<file path="src/rtl/mips_revc_pkg.sv">
// Shared encodings, FSM/ALU enums and decode helpers for the revC multicycle core.
package mips_revc_pkg;

  localparam int INSTR_W = 32;
  localparam int REG_CNT = 32;

  localparam logic [5:0] OP_RTYPE = 6'h00;
  localparam logic [5:0] OP_J     = 6'h02;
  localparam logic [5:0] OP_BEQ   = 6'h04;
  localparam logic [5:0] OP_ADDI  = 6'h08;
  localparam logic [5:0] OP_LW    = 6'h23;
  localparam logic [5:0] OP_SW    = 6'h2B;
  localparam logic [5:0] OP_HALT  = 6'h3F;

  localparam logic [5:0] FN_ADD = 6'h20;
  localparam logic [5:0] FN_SUB = 6'h22;
  localparam logic [5:0] FN_AND = 6'h24;
  localparam logic [5:0] FN_OR  = 6'h25;
  localparam logic [5:0] FN_SLT = 6'h2A;

  typedef enum logic [2:0] {
    ST_FETCH,
    ST_DECODE,
    ST_EXEC,
    ST_MEM,
    ST_WB,
    ST_HALT
  } state_t;

  typedef enum logic [2:0] {
    ALU_ADD,
    ALU_SUB,
    ALU_AND,
    ALU_OR,
    ALU_SLT
  } alu_op_t;

  function automatic logic is_legal(input logic [5:0] op, input logic [5:0] fn);
    logic ok;
    ok = 1'b0;
    case (op)
      OP_RTYPE: ok = (fn == FN_ADD) || (fn == FN_SUB) || (fn == FN_AND) ||
                     (fn == FN_OR)  || (fn == FN_SLT);
      OP_J, OP_BEQ, OP_ADDI, OP_LW, OP_SW, OP_HALT: ok = 1'b1;
      default: ok = 1'b0;
    endcase
    return ok;
  endfunction

  // Non-R-type users of the ALU (ADDI, address generation) always add.
  function automatic alu_op_t alu_sel(input logic [5:0] op, input logic [5:0] fn);
    alu_op_t sel;
    sel = ALU_ADD;
    if (op == OP_RTYPE) begin
      case (fn)
        FN_SUB:  sel = ALU_SUB;
        FN_AND:  sel = ALU_AND;
        FN_OR:   sel = ALU_OR;
        FN_SLT:  sel = ALU_SLT;
        default: sel = ALU_ADD;
      endcase
    end
    return sel;
  endfunction

endpackage

</file>
<file path="src/rtl/mips_regfile_revc.sv">
// 32x32 register file, two asynchronous read ports, one synchronous write port.
// Latency: reads combinational, write lands on the next rising edge.
// Backpressure: none; $0 reads zero and ignores writes.
module mips_regfile_revc
  import mips_revc_pkg::*;
(
  input  logic               clk,
  input  logic               rst_n,
  input  logic [4:0]         ra1,
  input  logic [4:0]         ra2,
  output logic [INSTR_W-1:0] rd1,
  output logic [INSTR_W-1:0] rd2,
  input  logic               we,
  input  logic [4:0]         wa,
  input  logic [INSTR_W-1:0] wd
);

  logic [INSTR_W-1:0] regs [REG_CNT];

  always_ff @(posedge clk or negedge rst_n) begin
    if (!rst_n) begin
      for (int i = 0; i < REG_CNT; i++) begin
        regs[i] <= '0;
      end
    end else if (we && (wa != 5'd0)) begin
      regs[wa] <= wd;
    end
  end

  assign rd1 = (ra1 == 5'd0) ? '0 : regs[ra1];
  assign rd2 = (ra2 == 5'd0) ? '0 : regs[ra2];

endmodule

</file>
<file path="src/rtl/mips_cpu_revc.sv">
// Multicycle MIPS-subset core on a shared req/ack memory port, with HALT, trap and retire.
// Latency: BEQ/J 3, R-type/ADDI/SW 4, LW 5 cycles with zero-wait memory; +1 per wait cycle.
// Backpressure: req/we/addr/wdata held stable until ack; ack while req is low is ignored.
module mips_cpu_revc
  import mips_revc_pkg::*;
#(
  parameter int                ADDR_W   = 32,
  parameter logic [ADDR_W-1:0] RESET_PC = '0
) (
  input  logic              clk,
  input  logic              reset,
  output logic              mem_req,
  output logic              mem_we,
  output logic [ADDR_W-1:0] mem_addr,
  output logic [31:0]       mem_wdata,
  input  logic [31:0]       mem_rdata,
  input  logic              mem_ack,
  output logic              halted,
  output logic              trap,
  output logic              retire,
  output logic [ADDR_W-1:0] pc_dbg
);

  localparam logic [ADDR_W-1:0] PC_STEP = ADDR_W'(4);

  state_t             state;
  logic [ADDR_W-1:0]  pc;
  logic [ADDR_W-1:0]  br_target;
  logic [INSTR_W-1:0] ir;
  logic [INSTR_W-1:0] a_reg;
  logic [INSTR_W-1:0] b_reg;
  logic [INSTR_W-1:0] alu_out;
  logic [INSTR_W-1:0] mdr;

  logic [5:0]         opcode;
  logic [5:0]         funct;
  logic [4:0]         rs;
  logic [4:0]         rt;
  logic [4:0]         rd;
  logic [31:0]        simm;
  logic [31:0]        alu_b;
  logic [31:0]        alu_res;
  logic [31:0]        addr_sum;
  logic [31:0]        j_full;
  logic [ADDR_W-1:0]  pc_plus4;
  logic [ADDR_W-1:0]  br_calc;
  logic [ADDR_W-1:0]  j_target;
  alu_op_t            alu_op;

  logic [INSTR_W-1:0] rf_rd1;
  logic [INSTR_W-1:0] rf_rd2;
  logic [INSTR_W-1:0] rf_wd;
  logic [4:0]         rf_wa;
  logic               rf_we;

  assign opcode = ir[31:26];
  assign rs     = ir[25:21];
  assign rt     = ir[20:16];
  assign rd     = ir[15:11];
  assign funct  = ir[5:0];
  assign simm   = {{16{ir[15]}}, ir[15:0]};

  assign alu_op   = alu_sel(opcode, funct);
  assign alu_b    = (opcode == OP_RTYPE) ? b_reg : simm;
  assign addr_sum = a_reg + simm;

  always_comb begin
    alu_res = a_reg + alu_b;
    case (alu_op)
      ALU_SUB: alu_res = a_reg - alu_b;
      ALU_AND: alu_res = a_reg & alu_b;
      ALU_OR:  alu_res = a_reg | alu_b;
      ALU_SLT: alu_res = {31'b0, $signed(a_reg) < $signed(alu_b)};
      default: alu_res = a_reg + alu_b;
    endcase
  end

  // Branch/jump targets are formed at full width then truncated, so they wrap modulo 2^ADDR_W.
  assign pc_plus4 = pc + PC_STEP;
  assign br_calc  = pc + ADDR_W'({simm[29:0], 2'b00});
  assign j_full   = (32'(pc) & 32'hF000_0000) | {4'b0000, ir[25:0], 2'b00};
  assign j_target = ADDR_W'(j_full);

  assign rf_we = (state == ST_WB);
  assign rf_wa = (opcode == OP_RTYPE) ? rd : rt;
  assign rf_wd = (opcode == OP_LW) ? mdr : alu_out;

  mips_regfile_revc u_rf (
    .clk   (clk),
    .rst_n (reset),
    .ra1   (rs),
    .ra2   (rt),
    .rd1   (rf_rd1),
    .rd2   (rf_rd2),
    .we    (rf_we),
    .wa    (rf_wa),
    .wd    (rf_wd)
  );

  assign pc_dbg = pc;

  always_ff @(posedge clk or negedge reset) begin
    if (!reset) begin
      state     <= ST_FETCH;
      pc        <= RESET_PC;
      br_target <= '0;
      ir        <= '0;
      a_reg     <= '0;
      b_reg     <= '0;
      alu_out   <= '0;
      mdr       <= '0;
      mem_req   <= 1'b0;
      mem_we    <= 1'b0;
      mem_addr  <= RESET_PC;
      mem_wdata <= '0;
      halted    <= 1'b0;
      trap      <= 1'b0;
      retire    <= 1'b0;
    end else begin
      retire <= 1'b0;
      case (state)
        // Out of reset req is low; raise it here, every later FETCH entry arrives with it set.
        ST_FETCH: begin
          if (!mem_req) begin
            mem_req <= 1'b1;
          end else if (mem_ack) begin
            ir      <= mem_rdata;
            pc      <= pc_plus4;
            mem_req <= 1'b0;
            state   <= ST_DECODE;
          end
        end
        ST_DECODE: begin
          a_reg     <= rf_rd1;
          b_reg     <= rf_rd2;
          br_target <= br_calc;
          if (opcode == OP_HALT) begin
            halted <= 1'b1;
            state  <= ST_HALT;
          end else if (!is_legal(opcode, funct)) begin
            halted <= 1'b1;
            trap   <= 1'b1;
            state  <= ST_HALT;
          end else begin
            state <= ST_EXEC;
          end
        end
        ST_EXEC: begin
          case (opcode)
            OP_LW, OP_SW: begin
              alu_out <= addr_sum;
              if (addr_sum[1:0] != 2'b00) begin
                halted <= 1'b1;
                trap   <= 1'b1;
                state  <= ST_HALT;
              end else begin
                mem_req  <= 1'b1;
                mem_we   <= (opcode == OP_SW);
                mem_addr <= ADDR_W'(addr_sum);
                if (opcode == OP_SW) mem_wdata <= b_reg;
                state <= ST_MEM;
              end
            end
            OP_BEQ: begin
              if (a_reg == b_reg) begin
                pc       <= br_target;
                mem_addr <= br_target;
              end else begin
                mem_addr <= pc;
              end
              mem_req <= 1'b1;
              retire  <= 1'b1;
              state   <= ST_FETCH;
            end
            OP_J: begin
              pc       <= j_target;
              mem_addr <= j_target;
              mem_req  <= 1'b1;
              retire   <= 1'b1;
              state    <= ST_FETCH;
            end
            default: begin
              alu_out <= alu_res;
              state   <= ST_WB;
            end
          endcase
        end
        ST_MEM: begin
          if (mem_ack) begin
            if (mem_we) begin
              mem_we   <= 1'b0;
              mem_addr <= pc;
              retire   <= 1'b1;
              state    <= ST_FETCH;
            end else begin
              mdr     <= mem_rdata;
              mem_req <= 1'b0;
              state   <= ST_WB;
            end
          end
        end
        ST_WB: begin
          mem_req  <= 1'b1;
          mem_addr <= pc;
          retire   <= 1'b1;
          state    <= ST_FETCH;
        end
        ST_HALT: begin
          state <= ST_HALT;
        end
        default: begin
          state <= ST_HALT;
        end
      endcase
    end
  end

endmodule

</file>
<file path="config.mk">
export PLATFORM = sky130hd
export DESIGN_NAME = mips_cpu_revc
export DESIGN_NICKNAME = d
export VERILOG_FILES = /design/src/rtl/mips_revc_pkg.sv /design/src/rtl/mips_regfile_revc.sv /design/src/rtl/mips_cpu_revc.sv
export SDC_FILE = /design/constraint.sdc
export NUM_CORES = 2
export LEC_CHECK = 0
export CORE_MARGIN = 2
export CORE_UTILIZATION = 59
export CTS_BUF_LIST = sky130_fd_sc_hd__clkbuf_4 sky130_fd_sc_hd__clkbuf_8
export DETAILED_ROUTE_END_ITERATION = 8
export PLACE_DENSITY = 0.85
export SLEW_MARGIN = 20
export SYNTH_ARGS = -nofsm -noshare
export SYNTH_HDL_FRONTEND = slang
export SYNTH_SLANG_ARGS = --single-unit
</file>
<file path="constraint.sdc">
create_clock -name clk -period 4.8 [get_ports clk]
set_clock_uncertainty 0.15 [all_clocks]
set_input_delay 1.44 -clock clk [delete_from_list [all_inputs] [get_ports clk]]
set_output_delay 1.44 -clock clk [all_outputs]
set_load 0.05 [all_outputs]
</file>
==> parameters.txt <==
Parameter                              Value

Status
  Run status ... finished, violations left
  Failing checks ... design-rule violations

Finish
  Area of combinational cells with multiple inputs ... 38300 um^2
  Area taken by flip-flops and latches ... 33100 um^2
  Post-layout util ... 0.667
  Area overhead of the layout relative to synthesis ... 12.1%
  Largest reg by FF count ... u_rf.regs
  Max FFs per register ... 1024
  Most common cell after layout, fill and taps aside ... sky130_fd_sc_hd__dfrtp_1
  Count of fill cells added during filler insertion ... 8436
  Fraction of layout instances using a drive strength above 1 ... 0.222
  Leading cell types in the layout, fill and taps excluded ... 1309 x sky130_fd_sc_hd__dfrtp_1, 1070 x sky130_fd_sc_hd__nand2_1, 992 x sky130_fd_sc_hd__o21ai_0, 608 x sky130_fd_sc_hd__mux4_2, 457 x sky130_fd_sc_hd__a21oi_1
  Nets ... 7078

Detailed routing
  Average wire per cell in the routed design ... 29.7 um
  Post-DR vias/cell ... 7.18
  DRC violation count after routing ... 4
  DRT antenna net count ... 0
  Total wire length ... 258000 um
  TritonRoute pass-1 iters ... 9
  DRC marker count from the first detailed-route iteration ... 9849
  Routed vias ... 62400

STA
  Final-report max-slew violation count ... 0
  Period Utilization, post-route ... 0.978
  Max Fclk ... 213 MHz
  Hold violation count in the final report ... 0
  Transition time at the pin with the least slew margin ... 1.16 ns
  Time the final worst path needs with I/O delays and setup ... 4.69 ns
  RSZ-0062 raised after global routing ... true
  # setup viols final ... 0
  Worst max-slew margin expressed relative to the limit ... 0.226

Synth
  Number of different library cells in the post-synthesis netlist ... 91
  Cell count after synthesis ... 6909
  Number of warnings printed during yosys synthesis ... 0
  Post-Synthesis Mean Instance Area ... 10.7 um^2
  Number of synthesized flops with an enable pin ... 0
  Syn Std Cell Area ... 73700 um^2
  Fraction of synthesis flops using an asynchronous set or reset pin ... 1.00
  Count of state elements after synthesis ... 1320
  Dominant synthesized flop cell ... sky130_fd_sc_hd__dfrtp_1
  Share of synthesized area occupied by flip-flops and latches ... 0.448
  Post-synthesis net count ... 7106

CTS
  Number of buffers created by CTS ... 206
  Source-to-sink clock delay at the later pin of the worst-skew pair ... 0.99 ns
  Max clock buf depth ... 3
  Reg clk slew, reported paths ... 0.07 ns
  Total clock sinks ... 1320
  Clock root buffer ... sky130_fd_sc_hd__clkbuf_8
  Clock tree from TritonCTS ... done
  Total number of H-tree levels ... 4
  Hold buffer count at CTS ... 0

Global routing
  Overall fraction of global-route tracks in use ... 0.406
  Vias in the first global route ... 62700
  Largest net degree at the start of global routing ... 146
  Antenna violations before repair ... 9
  Wire length of the first global-routing pass ... 385000 um
  Overall overflow remaining after global route ... 0

Place
  Detailed placement HPWL ... 159000 um
  Last weighted congestion value of the routability-driven placer ... 1.01
  Count of port buffers added during placement ... 135

Setup path
  Critical-path cell with the highest stage delay ... sky130_fd_sc_hd__a2111oi_4
  Arrival time of data at the critical path endpoint ... 5.35 ns
  Number of buffers and inverters on the critical path ... 6
  Maximum cell stage delay along the critical path ... 0.54 ns
  Critical Path Start Type ... flop
  Type of the setup path with the least slack ... reg2reg
  Data required time of the critical path ... 5.46 ns
  Crit-path leading delay family ... compound AO/OA/AOI/OAI gates
  Cell breakdown of the critical path ... or3_4, buf_4, nor4_4, buf_12, buf_12, nand2_1, nand2_2, inv_1, ha_4, buf_4, nor2_4, a211o_1, o21ai_2, buf_6, a2111oi_4, o311ai_4, a2111oi_4, o2111ai_4, and3_1, o21ai_1, a221oi_2
  Kind of end point of the critical path ... flop
  Maximum fanout along the worst path ... 7

Die
  Die Outline Area ... 128000 um^2
  Core region area ... 124000 um^2
  Ports placed on the boundary ... 136
  Die Wd ... 357 um
  Number of cell rows ... 129
  Vertical extent of the die ... 357 um
  Initial Utilization ... 0.595

Hold path
  Worst hold-check path type ... reg2reg

Pwr
  Worst vdd rail ir drop ... 657 uV
  Total Power ... 57.9 mW
  Power per standard cell area ... 700 nW/um^2
  Leakage ... 35.6 nW

Flow run
  Max-Cap Viols ... 0
==> final timing paths <==
| path | from | to | slack (ns) | depth (start not counted) |
|---|---|---|---|---|
| worst max-delay path | ir[30] | alu_out[31] | 0.11 | 21 |
| max in group asynchronous | reset | u_rf.regs[182] | 2.83 | 2 |
| worst min-delay path | u_rf.regs[1023] | u_rf.regs[1023] | 0.25 | 0 |
| worst max register to register | ir[30] | alu_out[31] | 0.11 | 21 |
| min in group asynchronous | reset | u_rf.regs[966] | 0.27 | 1 |
| worst min register to register | u_rf.regs[1023] | u_rf.regs[1023] | 0.25 | 0 |
==> area by class of cell <==
class,count,share of cell area
Multi-Input combinational cell,4830,0.463
Inverter,123,0.00559
Sequential cell,1320,0.400
Tap cell,1637,0.0248
Clock inverter,59,0.00836
Clock buffer,321,0.0484
Timing Repair Buffer,400,0.0493
Antenna cell,6,0.000182
==> per-layer routing <==
layer / track usage / vias to the layer above / routed length (um) / share of wire
met5: 0.00222 / - / 74 / 0.00029
met4: 0.285 / 12 / 22000 / 0.085
met1: 0.507 / 30300 / 86800 / 0.34
met3: 0.141 / 1605 / 36800 / 0.14
li1: - / 25100 / - / -
met2: 0.594 / 5456 / 113000 / 0.44
==> metrics by stage <==
step / cells / area (um^2) / setup WS, ns / setup TNS (ns) / hold slack (ns)
global placement: 8304 / 77500 / -0.263 / -0.461 / 0.226
global route: 8691 / 82600 / -0.0476 / -0.113 / 0.260
floorplan: 6909 / 73700 / 0.131 / 0 / 0.288
detailed placement: 8304 / 77500 / -0.155 / -0.351 / 0.234
CTS: 8684 / 82200 / 0.0206 / 0 / 0.247
finish: 8696 / 82600 / 0.108 / 0 / 0.248
==> cells in the mapped netlist (12+ instances only) <==
master | number | share of area
sky130_fd_sc_hd__o21ai_0 | 999 | 0.068
sky130_fd_sc_hd__a21o_1 | 59 | 0.0060
sky130_fd_sc_hd__nor2b_1 | 44 | 0.0037
sky130_fd_sc_hd__o32ai_1 | 26 | 0.0031
sky130_fd_sc_hd__dfrtp_1 | 1320 | 0.45
sky130_fd_sc_hd__mux4_2 | 608 | 0.19
sky130_fd_sc_hd__nand4_1 | 16 | 0.0014
sky130_fd_sc_hd__a222oi_1 | 12 | 0.0016
sky130_fd_sc_hd__nand3_1 | 42 | 0.0029
sky130_fd_sc_hd__nor2_1 | 419 | 0.021
sky130_fd_sc_hd__clkbuf_1 | 474 | 0.024
sky130_fd_sc_hd__o21bai_1 | 20 | 0.0020
sky130_fd_sc_hd__mux2i_1 | 106 | 0.014
sky130_fd_sc_hd__mux2_2 | 150 | 0.023
sky130_fd_sc_hd__buf_1 | 48 | 0.0024
sky130_fd_sc_hd__a31oi_1 | 22 | 0.0019
sky130_fd_sc_hd__ha_1 | 158 | 0.027
sky130_fd_sc_hd__inv_1 | 123 | 0.0063
sky130_fd_sc_hd__o21a_1 | 16 | 0.0016
sky130_fd_sc_hd__nand2_1 | 1094 | 0.056
sky130_fd_sc_hd__o221ai_1 | 13 | 0.0015
sky130_fd_sc_hd__a211oi_1 | 17 | 0.0017
sky130_fd_sc_hd__xor2_1 | 62 | 0.0074
sky130_fd_sc_hd__nor3_1 | 56 | 0.0038
sky130_fd_sc_hd__xnor2_1 | 62 | 0.0074
sky130_fd_sc_hd__o211ai_1 | 22 | 0.0022
sky130_fd_sc_hd__or3_1 | 13 | 0.0011
sky130_fd_sc_hd__a21oi_1 | 462 | 0.031
sky130_fd_sc_hd__a221oi_1 | 13 | 0.0015
sky130_fd_sc_hd__nand2b_1 | 21 | 0.0018
sky130_fd_sc_hd__nor4_1 | 18 | 0.0015
sky130_fd_sc_hd__o22ai_1 | 65 | 0.0055
sky130_fd_sc_hd__o31ai_1 | 18 | 0.0018
sky130_fd_sc_hd__and3_1 | 17 | 0.0014
sky130_fd_sc_hd__buf_2 | 112 | 0.0076
==> what timing repair did <==
item / CTS / global route
gates resized for setup: 3 / 66
setup endpoints to repair: 6 / 14
pin swaps: 0 / 17
buffers inserted: 0 / 7
==> cell families (layout without fill, tap and decap cells) <==
family / Yosys count / count (layout) / share of synthesized area
AOI/OAI and AO/OA: 1877 / 1877 / 0.143
muxes: 865 / 865 / 0.223
other: 0 / 6 / 0
xor gates and xnor gates: 124 / 124 / 0.0147
buffers and inverters: 759 / 903 / 0.0407
DFF: 1320 / 1320 / 0.448
and+or+nand+nor: 1802 / 1802 / 0.102
adders and majority gates: 162 / 162 / 0.0279
==> where the power goes <==
group	internal [mW]	switching [mW]	total (mW)	leakage [nW]
registers	14.4	3.96	18.3	17.9
clock network	5.97	4.83	10.8	2.48
logic	11.8	17.0	28.7	15.2
total	32.1	25.8	57.9	35.6
No activity file was read; power rests on OpenSTA's default activity.
